==> config.mk <==
export PLATFORM = sky130hd
export DESIGN_NAME = pat_gen_ctrl
export DESIGN_NICKNAME = d
export VERILOG_FILES = /design/src/rtl/pat_gen_pkg.sv /design/src/rtl/pat_gen_regs.sv /design/src/rtl/pat_gen_ctrl.sv
export SDC_FILE = /design/constraint.sdc
export NUM_CORES = 1
export LEC_CHECK = 0
export ABC_AREA = 1
export ABC_CLOCK_PERIOD_IN_PS = 37400
export CAP_MARGIN = 10
export CELL_PAD_IN_SITES_DETAIL_PLACEMENT = 1
export CELL_PAD_IN_SITES_GLOBAL_PLACEMENT = 1
export CORE_MARGIN = 4
export CORE_UTILIZATION = 25
export DETAILED_ROUTE_END_ITERATION = 6
export DONT_BUFFER_PORTS = 1
export HOLD_SLACK_MARGIN = 0.06
export PLACE_DENSITY = 0.48
export SYNTH_ARGS = -nofsm -noshare
export SYNTH_HDL_FRONTEND = slang
export SYNTH_SLANG_ARGS = --single-unit
==> constraint.sdc <==
create_clock -name clk_i -period 37.4 [get_ports clk_i]
set_input_delay 7.48 -clock clk_i [delete_from_list [all_inputs] [get_ports clk_i]]
set_output_delay 7.48 -clock clk_i [all_outputs]
set_load 0.05 [all_outputs]
==> src/rtl/pat_gen_pkg.sv <==
// Shared types for the pattern generator controller.
package pat_gen_pkg;

  // Run sequencer states.
  typedef enum logic [1:0] {
    IDLE   = 2'd0,
    LOAD   = 2'd1,
    STREAM = 2'd2,
    DONE   = 2'd3
  } pat_state_t;

  // Larger of two widths; sizes the sub-registers so they hold either an
  // address or a base data word.
  function automatic int max_width(input int a, input int b);
    return (a > b) ? a : b;
  endfunction

endpackage

==> src/rtl/pat_gen_regs.sv <==
// Pattern sub-register array: one write port, one combinational read port.
module pat_gen_regs #(
  parameter int NUM_REGS = 21,
  parameter int W        = 32,
  parameter int IDX_W    = 5
) (
  input  logic             clk,
  input  logic             rst,
  input  logic             wr_en,
  input  logic [IDX_W-1:0] wr_idx,
  input  logic [W-1:0]     wr_data,
  input  logic [IDX_W-1:0] rd_idx,
  output logic [W-1:0]     rd_data
);

  logic [W-1:0] regs_q [NUM_REGS];

  // Storage: cleared on reset, written when the controller grants a write.
  always_ff @(posedge clk or posedge rst) begin
    if (rst) begin
      for (int i = 0; i < NUM_REGS; i++) begin
        regs_q[i] <= '0;
      end
    end else if (wr_en) begin
      regs_q[wr_idx] <= wr_data;
    end
  end

  // Read mux; indices past the last register read as zero.
  always_comb begin
    rd_data = '0;
    if (int'(rd_idx) < NUM_REGS) begin
      rd_data = regs_q[rd_idx];
    end
  end

endmodule

==> src/rtl/pat_gen_ctrl.sv <==
// Pattern generator controller: sub-register writes while idle, and on a
// rising edge of cfg_pat_gen_i streams all registers out over a
// valid/ready port.
//
// Handshake: a word transfers on a rising clk edge where pat_valid_o and
// pat_ready_i are both high; once pat_valid_o rises, pat_valid_o,
// pat_data_o and pat_idx_o stay constant until that transfer.
module pat_gen_ctrl
  import pat_gen_pkg::*;
#(
  parameter int ADDR_WIDTH          = 32,
  parameter int DATA_WIDTH          = 12,
  parameter int NUM_REGS            = 21,
  parameter int SUB_REGS_DATA_WIDTH = max_width(ADDR_WIDTH, DATA_WIDTH)
) (
  input  logic                           clk_i,
  input  logic                           rst_i,
  input  logic                           si_we_i,
  input  logic [ADDR_WIDTH-1:0]          si_addr_i,
  input  logic [SUB_REGS_DATA_WIDTH-1:0] ctl_pat_data_i,
  input  logic                           cfg_pat_gen_i,
  input  logic                           pat_ready_i,
  output logic                           pat_valid_o,
  output logic [SUB_REGS_DATA_WIDTH-1:0] pat_data_o,
  output logic [$clog2(NUM_REGS)-1:0]    pat_idx_o,
  output logic                           busy_o,
  output logic                           done_o,
  output logic                           err_o,
  output logic                           nopg_o
);

  localparam int W     = SUB_REGS_DATA_WIDTH;
  localparam int IDX_W = $clog2(NUM_REGS);
  localparam logic [IDX_W-1:0] LAST_IDX = IDX_W'(NUM_REGS - 1);

  pat_state_t       state_q, state_d;
  logic [IDX_W-1:0] idx_q;
  logic             cfg_q, cfg_prev_q;
  logic             start_edge;
  logic             addr_ok;
  logic             wr_grant;
  logic             err_q;
  logic             handshake;
  logic [W-1:0]     rd_data;

  // cfg_q is the registered enable; cfg_prev_q its previous value.
  assign start_edge = cfg_q && !cfg_prev_q;
  assign addr_ok    = (si_addr_i < ADDR_WIDTH'(NUM_REGS));
  assign wr_grant   = si_we_i && addr_ok && (state_q == IDLE);
  assign handshake  = (state_q == STREAM) && pat_ready_i;

  pat_gen_regs #(
    .NUM_REGS (NUM_REGS),
    .W        (W),
    .IDX_W    (IDX_W)
  ) u_regs (
    .clk     (clk_i),
    .rst     (rst_i),
    .wr_en   (wr_grant),
    .wr_idx  (si_addr_i[IDX_W-1:0]),
    .wr_data (ctl_pat_data_i),
    .rd_idx  (idx_q),
    .rd_data (rd_data)
  );

  // State register.
  always_ff @(posedge clk_i or posedge rst_i) begin
    if (rst_i) state_q <= IDLE;
    else       state_q <= state_d;
  end

  // Next-state: edges outside IDLE are ignored, cfg dropping never aborts.
  always_comb begin
    state_d = state_q;
    case (state_q)
      IDLE:    if (start_edge) state_d = LOAD;
      LOAD:    state_d = STREAM;
      STREAM:  if (handshake && (idx_q == LAST_IDX)) state_d = DONE;
      DONE:    state_d = IDLE;
      default: state_d = IDLE;
    endcase
  end

  // Output decode.
  always_comb begin
    pat_valid_o = (state_q == STREAM);
    pat_data_o  = (state_q == STREAM) ? rd_data : '0;
    pat_idx_o   = idx_q;
    busy_o      = (state_q == LOAD) || (state_q == STREAM);
    done_o      = (state_q == DONE);
    nopg_o      = (state_q == IDLE) || (state_q == DONE);
    err_o       = err_q;
  end

  // Enable edge-detect pipeline.
  always_ff @(posedge clk_i or posedge rst_i) begin
    if (rst_i) begin
      cfg_q      <= 1'b0;
      cfg_prev_q <= 1'b0;
    end else begin
      cfg_q      <= cfg_pat_gen_i;
      cfg_prev_q <= cfg_q;
    end
  end

  // Word index: cleared on LOAD/DONE, advances per transfer, stops at the last register.
  always_ff @(posedge clk_i or posedge rst_i) begin
    if (rst_i) begin
      idx_q <= '0;
    end else if ((state_q == LOAD) || (state_q == DONE)) begin
      idx_q <= '0;
    end else if (handshake && (idx_q != LAST_IDX)) begin
      idx_q <= idx_q + IDX_W'(1);
    end
  end

  // Rejected write (bad address or not idle) gives a one-cycle error pulse.
  always_ff @(posedge clk_i or posedge rst_i) begin
    if (rst_i) err_q <= 1'b0;
    else       err_q <= si_we_i && !(addr_ok && (state_q == IDLE));
  end

endmodule

After elaboration in Yosys (flattened, before gate mapping)
Index checks and enable logic that the tools add are counted.
{"block": "totals", "ram_bits": 0, "n_memories": 0, "out_inout_bits": 42, "inputBits": 69, "elab_cells": 71, "reg_bits": 682, "mem_bits_ro": 0, "latch_bits": 0}
{"block": "classes", "mul": 0, "n_eq_ne": 7, "add_sub_neg": 1, "reduce_logical": 17, "shift": 0, "div": 0, "order_cmp": 5, "bitwise_logic": 2, "mux": 13}
{"cell": "$bwmux 672", "count": 1}
{"cell": "$bmux 32 s5", "count": 1}
{"cell": "$demux 32 s5", "count": 1}
{"cell": "$mux 32", "count": 5}
{"cell": "$lt 32x5->1 const B", "count": 1}
{"cell": "$ge 6x6->1 const B", "count": 2}
{"cell": "$not 5->6", "count": 2}
{"cell": "$mux 5", "count": 2}
{"cell": "$logic_and 1x1->1", "count": 9}
{"cell": "$pmux 2 s4", "count": 1}
{"cell": "$lt 6x1->1 const B", "count": 1}
{"cell": "$add 5x1->5 const B", "count": 1}
{"cell": "$eq 5x5->1 const B", "count": 1}
{"cell": "$lt 5x5->1 const B", "count": 1}
{"cell": "$ne 5x5->1 const B", "count": 1}
{"cell": "$eq 2x2->1 const B", "count": 2}
{"cell": "$mux 2", "count": 2}
{"cell": "$logic_or 1x1->1", "count": 3}
{"cell": "$eq 2x1->1 const B", "count": 1}
{"cell": "$logic_not 1->1", "count": 2}
{"cell": "$logic_not 2->1", "count": 1}
{"cell": "$ne 2x1->1 const B", "count": 1}
{"cell": "$ne 2x2->1 const B", "count": 1}
{"cell": "$reduce_and 2->1", "count": 1}
{"cell": "$reduce_bool 2->1", "count": 1}

Longest topological paths before layout
Gate-level depths: netlist of run 1.
{"block": "depth", "depth_word": 6, "depth_mapped": 13, "depth_no_buf": 12}

By module
A second synthesis of run 1 with hierarchy kept.
{"block": "hier_totals", "cells_unflattened": 4451, "hier_area_um2": 32874.0}
{"module": "pat_gen_regs", "seq_area_each_um2": 16816.1, "n_inst": 1, "area_each_um2": 31796.7, "cells_each": 4260}
{"module": "pat_gen_ctrl", "seq_area_each_um2": 250.2, "n_inst": 1, "area_each_um2": 1077.3, "cells_each": 191}

Least setup slack after synthesis of run 1
OpenSTA, ideal clock, no wires.
{"block": "synth_path", "path_type": "register to output", "start": "register idx_q[1] (netlist: pat_idx_o[1])", "end": "output pat_data_o[11]", "setup_slack_ps": 27376, "n_path_buf": 2, "stages_incl_launch_ff": 11, "required_time_ps": 29920, "arrival_ps": 2544, "path_cell_list": "dfrtp_1 -> nand2_1 -> inv_1 -> buf_2 -> buf_2 -> nand2_1 -> o21ai_1 -> inv_1 -> nand3_1 -> nand3_1 -> a21oi_1"}
{"block": "synth_via", "elab_chain_len": 6, "word_cells_on_any_way": 7, "cone_classes": "order compare: 1; mux: 5; bitwise: 1"}
{"element": "start: declaration", "line": "pat_gen_ctrl.sv:37", "source": "logic [IDX_W-1:0] idx_q;"}
{"element": "start signal: assignment", "line": "pat_gen_ctrl.sv:113", "source": "idx_q <= idx_q + IDX_W'(1);"}
{"element": "$not 5->6 (not written as such)", "line": "pat_gen_regs.sv:33", "source": "rd_data = regs_q[rd_idx];"}
{"element": "$bmux 32 s5", "line": "pat_gen_regs.sv:33"}
{"element": "$mux 32 (not written as such) (2 in series)", "line": "pat_gen_regs.sv:33"}
{"element": "$mux 32 (*)", "line": "pat_gen_regs.sv:32", "source": "if (int'(rd_idx) < NUM_REGS) begin"}
{"element": "$mux 32 (*)", "line": "pat_gen_ctrl.sv:87", "source": "pat_data_o = (state_q == STREAM) ? rd_data : '0;"}
{"element": "end: declaration", "line": "pat_gen_ctrl.sv:24", "source": "output logic [SUB_REGS_DATA_WIDTH-1:0] pat_data_o,"}
Every way passes the cells marked *; elsewhere a longest branch is shown, timed or not. The select of a mux whose other input is x is not followed.

Worst setup path after layout of run 1
{"block": "layout_path", "start": "register idx_q[0] (netlist: pat_idx_o[0])", "end": "output pat_data_o[21]"}
Same word-level chain as after synthesis.

==> summary.md, run 1 <==
| Metric | Value |
|---|---|
| Tightest Pin Transition | 1190 ps |
| Synth warnings | 0 |
| Initial DRC count | 2404 |
| Hold crit path type | flip-flop to flip-flop |
| GRT Resource Usage Total | 21.6% |
| Largest fanout on the critical path | 103 |
| Clock tree sinks | 682 |
| Final setup fails | 0 |
| Starting Density | 25.2% |
| PortBufs | 0 |
| Yosys top cell by area | dfrtp_1 |
| Clock buffer depth | 3 |
| Height of the chip | 378 µm |
| Fill cells | 16.6k |
| Final Max Slew Viols | 0 |
| Relative slew margins | 20.8% |
| Remaining Overflow, GRT | 0 |
| Top_reg_cell synth | dfrtp_1 |
| DRC errors left | 0 |
| Comb power frac | 21.4% |
| RSZ-0062 raised after global routing | false |
| Largest net degree at the start of global routing | 148 |
| Clk pin slew, worst setup/hold paths | 60 ps |
| Share of cells above drive strength 1 | 5.25% |
| WP data arrival | 5440 ps |
| Post-Syn Instances | 4716 |
| DRT Pass-1 Iters | 7 |
| Net Switching | 0.711 mW |
| CTS resizes | 0 |
| CTS tree | done |
| Seq pwr share | 36.9% |
| LEAKAGE | 19.7 nW |
| EDFF count, synth | 0 |
| Layout area overhead | 11.3% |
| Drt via density | 5.00 |
| Worst setup EP type | primary output |
| Top cell type's share of synthesized area | 49.8% |
| H-Tree Depth | 3 |
| Final Hold Fails | 0 |
| IO Pins | 111 |
| Max-cap viol count | 0 |
| Clk_skew | 29.2 ps |
| Worst skew pair latency | 700 ps |
| Std-Cell Rows | 135 |
| Final instance area | 0.0381 mm² |
| Maximum VDD drop | 60.6 µV |
| Total Wirelength | 154 mm |
| Final nets | 4560 |
| Die area | 0.143 mm² |
| Clock share of power | 41.7% |
| First-pass GRT wire length | 231 mm |
| CTS buffer count | 83 |
| Post-synthesis async set-or-reset flop share | 100% |
| Worst path required time | 29920 ps |
| Worst setup SP type | flip-flop |
| Post-DR wirelength/cell | 24.4 µm |
| Syn_area_per_cell | 7.26 µm² |
| Synth cell types | 25 |
| Core ar. | 0.136 mm² |
| Hold_buf cts | 0 |
| Outcome | finished clean |
| DP Area | 0.0353 mm² |
| Final critical-path required period | 12920 ps |
| Vias in the first global route | 33.7k |
| DP HPWL | 79.4 mm |
| Period utilisation layout | 34.5% |
| Final ANT Viol Nets | 0 |
| Internal Power | 1.34 mW |
| Gpl congestion | 0.730 |
| Postcts setup bufs | 0 |
| Synthesized cell area | 0.0342 mm² |
| Setup TNS | 0 ps |
| Pwr dens | 53.8 mW/mm² |
| Initial antenna violation count | 1 |
| Most frequent cell after synthesis | nand2_1 |
| Syn Nets | 4792 |
| Main area contributors after synthesis | dfrtp_1, nand2_1, nand3_1 |
| Worst Setup Path Type | flip-flop to primary output |
| Clk root buf | clkbuf_16 |
| Sw frac | 34.7% |
| DR vias | 31.6k |
| Register area share after synthesis | 49.8% |
| Die width | 378 µm |
| Seq cells post-synth | 682 |
| FMAX | 77.4 MHz |
| Most frequent cells after synthesis | nand2_1, nand3_1, dfrtp_1 |
[state kept, by name, summed over array words and instances (netlist names)]
signal,flops
state_q,2
pat_idx_o,5
cfg_q,1
err_o,1
u_regs.regs_q,672
cfg_prev_q,1
[cells by family (layout without fill, tap and decap cells)]
logic type               count (synthesis)  after routing  share of synthesized area [%]
other                                    0              2                              0
AO/OA/AOI/OAI                          363            363                           5.46
AND/OR/NAND/NOR                       3166           3166                           37.7
adder cells (fa/ha/maj)                  7              7                          0.256
flip-flops                             682            682                           49.8
buffers and inverters                  498            332                           6.78
[layout make-up]
type                    instances  area [µm²]  share of cell area [%]
flip-flops and latches        682       17100                    44.8
multi-input cells            3536       14900                    39.2
clock buffers                 132        2550                    6.70
well taps                    1781        2230                    5.85
repair buffers                 86         683                    1.79
inverters                      95         387                    1.01
clock inverters                19         253                   0.663
diodes                          2        5.00                  0.0131
[routing by layer]
metal	vias to the layer above	global-route usage, %	part of all wire, %	wire (µm)
li1	14600	-	-	-
met1	16300	29.9	47	72900
met2	592	36.0	47	72400
met3	164	2.47	3.3	5050
met4	0	5.51	2.6	4020
met5	-	0	0	0
[worst paths after layout]
check                        startpoint                  to  slack [ps]  depth (start not counted)
setup reg to reg             state_q[0]  u_regs.regs_q[298]       32440                         13
max in group asynchronous         rst_i        pat_idx_o[1]       27290                          4
min in group asynchronous         rst_i  u_regs.regs_q[612]        6760                          1
setup / recovery           pat_idx_o[0]      pat_data_o[21]       24480                          9
hold / removal                    cfg_q          cfg_prev_q         380                          0
hold reg to reg                   cfg_q          cfg_prev_q         380                          0
[placed cells by master (no fill, tap or decap), drive strengths merged]
cell type  netlist  layout
a211o            1       1
a21boi           1       1
a21oi           59      59
and2             1       1
buf            153      86
bufinv           0       5
clkbuf         250     132
clkinv           1      10
clkinvlp         0       1
dfrtp          682     682
diode            0       2
ha               7       7
inv             94      98
nand2         1983    1983
nand3          746     746
nand4           20      20
nor2           413     413
nor3             2       2
nor4             1       1
o211ai           2       2
o21ai          268     268
o22ai           32      32
[power by group through the flow]
stage               clock [mW]  combinational (mW)  sequential [mW]
global placement             0               0.448            0.771
detailed placement           0               0.448            0.771
finish                   0.854               0.439            0.757
CTS                      0.880               0.449            0.757
floorplan                    0               0.297            0.760
global route             0.907               0.489            0.757
[worst max-delay path: stages, from the launching register on]
cell	delay (ps)
dfrtp_4	940
inv_8	450
nor2_4	1010
buf_4	720
nand2_1	120
nand2_1	90
nor2_1	70
nand2_1	50
nand3_1	330
a21oi_1	930
[metrics by stage]
| step | hold slack, ps | utilization (%) | instances | total power, mW | setup WS (ps) |
|---|---|---|---|---|---|
| after global placement | 369 | 26.0 | 6180 | 1.22 | 25180 |
| after global routing | 409 | 28.1 | 6331 | 2.15 | 24230 |
| after CTS | 381 | 28.1 | 6331 | 2.09 | 24390 |
| final | 377 | 28.1 | 6333 | 2.05 | 24480 |
| after floorplan | 354 | - | 4716 | 1.06 | 10800 |
| after detailed placement | 372 | 26.0 | 6180 | 1.22 | 25130 |
Note: power is estimated with default switching activity, not from simulation.
==> run 2, diff against run 1 <==
--- a/config.mk
+++ b/config.mk
@@ -6,7 +6,7 @@
 export NUM_CORES = 1
 export LEC_CHECK = 0
 export ABC_AREA = 1
-export ABC_CLOCK_PERIOD_IN_PS = 37400
+export ABC_CLOCK_PERIOD_IN_PS = 13400
 export CAP_MARGIN = 10
 export CELL_PAD_IN_SITES_DETAIL_PLACEMENT = 1
 export CELL_PAD_IN_SITES_GLOBAL_PLACEMENT = 1
==> constraint.sdc (replaced) <==
create_clock -name clk_i -period 13.4 [get_ports clk_i]
set_input_delay 2.68 -clock clk_i [delete_from_list [all_inputs] [get_ports clk_i]]
set_output_delay 2.68 -clock clk_i [all_outputs]
set_load 0.05 [all_outputs]
==> summary.md, run 2 (same netlist as run 1, synthesis figures left out) <==
| Metric | Value |
|---|---|
| Max-cap viol count | 0 |
| CTS tree | done |
| PortBufs | 0 |
| LEAKAGE | 19.7 nW |
| Layout area overhead | 11.2% |
| Std-Cell Rows | 135 |
| R2R cell count | 13 |
| Worst setup EP type | primary output |
| Pwr dens | 149 mW/mm² |
| H-Tree Depth | 3 |
| Core ar. | 0.136 mm² |
| Clock buffer depth | 3 |
| RSZ-0062 raised after global routing | false |
| Gpl congestion | 0.743 |
| Worst Setup Path Type | flip-flop to primary output |
| Maximum VDD drop | 137 µV |
| Worst hold path cell count | 0 |
| R2r setup slk | 8350 ps |
| Max FFs per register | 672 |
| Die width | 378 µm |
| DP HPWL | 81.6 mm |
| Highest cell delay on the worst timing path | 900 ps |
| DRC errors left | 0 |
| Die area | 0.143 mm² |
| Final critical-path required period | 8080 ps |
| Drt via density | 5.00 |
| Hold_sp | cfg_q |
| Worst slack at placement | 5970 ps |
| Height of the chip | 378 µm |
| CP max stage cell | a21oi_1 |
| Initial antenna violation count | 4 |
| Outcome | finished clean |
| Top reg by flops | u_regs.regs_q |
| Remaining Overflow, GRT | 0 |
| Initial DRC count | 2314 |
| Largest fanout on the critical path | 50 |
| Total Wirelength | 156 mm |
| GRT Resource Usage Total | 21.8% |
| CTS resizes | 0 |
| Hold crit path type | flip-flop to flip-flop |
| Clk pin slew, worst setup/hold paths | 60 ps |
| CTS buffer count | 84 |
| Cell mode on critical path | nand2_1 |
| Postcts setup bufs | 0 |
| Starting Density | 25.2% |
| Worst-path cell chain | inv_4 > nand2_1 > nor2_4 > buf_4 > buf_4 > nand2_1 > o21ai_0 > nor2_1 > nand2_1 > nand3_1 > a21oi_1 |
| Setup TNS | 0 ps |
| Final Hold Fails | 0 |
| DP Area | 0.0354 mm² |
| Final worst slack | 5320 ps |
| Hold_buf cts | 0 |
| Final instance area | 0.0381 mm² |
| IO Pins | 111 |
| Final setup fails | 0 |
| FMAX | 124 MHz |
| Worst skew pair latency | 690 ps |
| Antenna Cells | 0 |
| Share of cells above drive strength 1 | 5.23% |
| Largest net degree at the start of global routing | 165 |
| Period utilisation layout | 60.3% |
| DRT Pass-1 Iters | 5 |
| Tightest Pin Transition | 1270 ps |
| Clock tree sinks | 682 |
| Clk_skew | 22.4 ps |
| Final nets | 4566 |
| WP data arrival | 5400 ps |
| Most frequent cells in the layout | nand2_1, nand3_1, dfrtp_1, nor2_1, o21ai_0 |
| Layout Utilization | 28.0% |
| First-pass GRT wire length | 233 mm |
| Worst setup SP type | flip-flop |
| Hold WS | 377 ps |
| DR vias | 31.7k |
| Final ANT Viol Nets | 0 |
| Vias in the first global route | 33.8k |
| Final Max Slew Viols | 0 |
| WHS Endpoint | cfg_prev_q |
| Worst path required time | 10720 ps |
| Worst r2r src | state_q[0] |
| Clk root buf | clkbuf_16 |
| Post-DR wirelength/cell | 24.6 µm |
| Commonest non-fill, non-tap cell in the layout | nand2_1 |
| Relative slew margins | 15.6% |
| FF-to-FF End | u_regs.regs_q[222] |
[run 2: worst max path at each step]
| stage | depth (start not counted) | to | startpoint |
|---|---|---|---|
| final | 11 | pat_data_o[22] | pat_idx_o[1] |
| after global routing | 11 | pat_data_o[22] | pat_idx_o[1] |
| after CTS | 11 | pat_data_o[22] | pat_idx_o[1] |
| after detailed placement | 11 | pat_data_o[22] | pat_idx_o[1] |
| after global placement | 11 | pat_data_o[22] | pat_idx_o[1] |
| after floorplan | 1 | cfg_prev_q | rst_i |
[run 2: area by class of cell]
class | count | area [µm²]
Inverter | 95 | 383
Tap cell | 1781 | 2230
Clock inverter | 17 | 196
Sequential cell | 682 | 17100
Fill cell | 16500 | 97700
Timing Repair Buffer | 91 | 746
Multi-Input combinational cell | 3536 | 14900
Clock buffer | 131 | 2510
[run 2: power breakdown]
part	total, mW	switching [mW]	internal, mW	leakage (nW)
combinational	1.24	0.961	0.275	8.86
sequential	2.11	0.0391	2.07	9.52
clock	2.32	0.976	1.34	1.33
total	5.66	1.98	3.68	19.7
[run 2: stage by stage]
stage	std cells	total power [mW]
floorplan	4716	2.95
global placement	6185	3.41
detailed placement	6185	3.40
CTS	6333	5.75
global route	6333	5.94
finish	6333	5.66
[run 2: metal layers]
| layer | wire length, µm | vias to the layer above | GRT usage (%) |
|---|---|---|---|
| met3 | 5040 | 143 | 2.35 |
| met4 | 2810 | 0 | 4.02 |
| met2 | 73800 | 546 | 36.8 |
| met5 | 0 | - | 0 |
| li1 | - | 14600 | - |
| met1 | 73900 | 16500 | 30.4 |
[run 2: critical path, delay by kind of cell (launching register included)]
family,cells,cell delay [ps]
buffers and inverters,3,1560
and+or+nand+nor,6,1370
AOI/OAI and AO/OA,2,1010
DFF,1,680
==> run 3, diff against run 2 <==
--- a/config.mk
+++ b/config.mk
@@ -6,7 +6,7 @@
 export NUM_CORES = 1
 export LEC_CHECK = 0
 export ABC_AREA = 1
-export ABC_CLOCK_PERIOD_IN_PS = 13400
+export ABC_CLOCK_PERIOD_IN_PS = 7280
 export CAP_MARGIN = 10
 export CELL_PAD_IN_SITES_DETAIL_PLACEMENT = 1
 export CELL_PAD_IN_SITES_GLOBAL_PLACEMENT = 1
@@ -15,7 +15,7 @@
 export DETAILED_ROUTE_END_ITERATION = 6
 export DONT_BUFFER_PORTS = 1
 export HOLD_SLACK_MARGIN = 0.06
-export PLACE_DENSITY = 0.48
+export PLACE_DENSITY = 0.49
 export SYNTH_ARGS = -nofsm -noshare
 export SYNTH_HDL_FRONTEND = slang
 export SYNTH_SLANG_ARGS = --single-unit
==> constraint.sdc (replaced) <==
create_clock -name clk_i -period 7.28 [get_ports clk_i]
set_input_delay 1.456 -clock clk_i [delete_from_list [all_inputs] [get_ports clk_i]]
set_output_delay 1.456 -clock clk_i [all_outputs]
set_load 0.05 [all_outputs]
==> summary.md, run 3 (same netlist as run 1, synthesis figures left out) <==
| Metric | Value |
|---|---|
| Outcome | finished clean |
| DRT Pass-1 Iters | 5 |
| R2R cell count | 12 |
| R2r setup slk | 2910 ps |
| Final Hold Fails | 0 |
| Pwr dens | 271 mW/mm² |
| Final Max Slew Viols | 0 |
| CTS tree | done |
| Maximum VDD drop | 307 µV |
| Seq. cell area | 0.0171 mm² |
| Height of the chip | 378 µm |
| CTS buffer count | 84 |
| IO Pins | 111 |
| DR vias | 31.4k |
| Fill cells | 16.5k |
| Layout area overhead | 11.5% |
| Total Wirelength | 149 mm |
| Worst skew pair latency | 680 ps |
| Tightest Pin Transition | 1240 ps |
| Remaining Overflow, GRT | 0 |
| Post-DR wirelength/cell | 23.5 µm |
| Core ar. | 0.136 mm² |
| Final critical-path required period | 5870 ps |
| Worst path required time | 5820 ps |
| Die width | 378 µm |
| Gpl congestion | 0.743 |
| Period utilisation layout | 80.6% |
| Max-cap viol count | 0 |
| Worst r2r src | state_q[0] |
| Final nets | 4576 |
| Largest fanout on the critical path | 59 |
| Share of cells above drive strength 1 | 5.24% |
| Worst hold path cell count | 0 |
| Largest net degree at the start of global routing | 150 |
| WHS Endpoint | cfg_prev_q |
| Std-Cell Rows | 135 |
| Worst setup EP type | primary output |
| Total power | 10.3 mW |
| DP HPWL | 79.6 mm |
| Max FFs per register | 672 |
| Final setup fails | 0 |
| DRC errors left | 0 |
| LEAKAGE | 19.8 nW |
| Clock tree sinks | 682 |
| Clk pin slew, worst setup/hold paths | 60 ps |
| Worst Setup Path Type | flip-flop to primary output |
| Hold WS | 388 ps |
| Most frequent cells in the layout | nand2_1, nand3_1, dfrtp_1, nor2_1, o21ai_0 |
| Vias in the first global route | 33.1k |
| GRT Resource Usage Total | 20.8% |
| Die area | 0.143 mm² |
| Commonest non-fill, non-tap cell in the layout | nand2_1 |
| FF-to-FF End | u_regs.regs_q[515] |
| RSZ-0062 raised after global routing | false |
| PortBufs | 0 |
| Hold_sp | cfg_q |
| FMAX | 170 MHz |
| Initial antenna violation count | 1 |
| Multi-input logic area | 0.0149 mm² |
| Hold crit path type | flip-flop to flip-flop |
| Worst setup SP type | flip-flop |
| Antenna Cells | 0 |
| Setup TNS | 0 ps |
| Postcts setup bufs | 0 |
| First-pass GRT wire length | 224 mm |
| Clk root buf | clkbuf_16 |
| Top reg by flops | u_regs.regs_q |
| Layout Utilization | 28.1% |
| WP data arrival | 4410 ps |
| Hold_buf cts | 0 |
| Clk_skew | 18.7 ps |
| Drt via density | 4.94 |
| Relative slew margins | 17.4% |
| Starting Density | 25.2% |
| H-Tree Depth | 3 |
| Final ANT Viol Nets | 0 |
| CTS resizes | 0 |
| Clock buffer depth | 3 |
| Initial DRC count | 2179 |
==> run 3: cell types whose count changed in the layout (fill, tap and decap cells not counted) <==
cell,change
buf_12,+11
buf_4,-1
bufinv_16,-2
clkbuf_1,+8
clkbuf_16,+2
clkbuf_8,-5
clkinv_2,+1
clkinv_8,-2
clkinvlp_4,-1
inv_6,-2
==> run 3: power by group <==
part,switching (mW),total (mW),internal (mW)
clock network,1.75,4.14,2.39
logic,1.77,2.30,0.529
registers,0.101,3.91,3.80
==> run 3: worst max-delay path, stage by stage (launching register included) <==
cell     delay (ps)
dfrtp_4         730
inv_4           450
nand2_1         250
nor2_4          720
buf_12          430
buf_4           270
nand2_1          80
o21ai_0          70
nor2_1           60
nand2_1          50
nand3_1          80
a21oi_1         250
buf_4           250
==> run 3: metal layers <==
layer | up-vias | global-route usage [%] | part of all wire (%)
li1 | 14600 | - | -
met1 | 16100 | 28.7 | 47
met2 | 527 | 34.3 | 47
met3 | 178 | 2.68 | 3.3
met4 | 0 | 5.37 | 2.7
met5 | - | 0 | 0
==> run 3: final cells by class <==
type	instances	area share (%)
sequential	682	44.7
multi-input combinational	3536	39.1
clock buffer	136	6.61
tap	1781	5.84
timing repair buffer	101	2.51
inverter	95	1.00
clock inverter	11	0.220
==> run 3: worst max-delay path by stage <==
| stage | from | to | slack, ps | cells after the start |
|---|---|---|---|---|
| after floorplan | rst_i | cfg_prev_q | -3510 | 1 |
| after global placement | pat_idx_o[1] | pat_data_o[2] | 2040 | 12 |
| after detailed placement | pat_idx_o[1] | pat_data_o[14] | 1990 | 12 |
| after CTS | pat_idx_o[1] | pat_data_o[6] | 1260 | 11 |
| after global routing | pat_idx_o[1] | pat_data_o[14] | 1120 | 12 |
| final | pat_idx_o[1] | pat_data_o[14] | 1410 | 12 |
==> run 3: stage by stage <==
stage,instances,worst slack [ps],area [µm²]
6_report,6342,1410,38200
5_1_grt,6342,1120,38200
4_1_cts,6342,1260,38200
3_5_place_dp,6195,1990,35600
3_3_place_gp,6195,2040,35600
2_1_floorplan,4716,-3510,34200
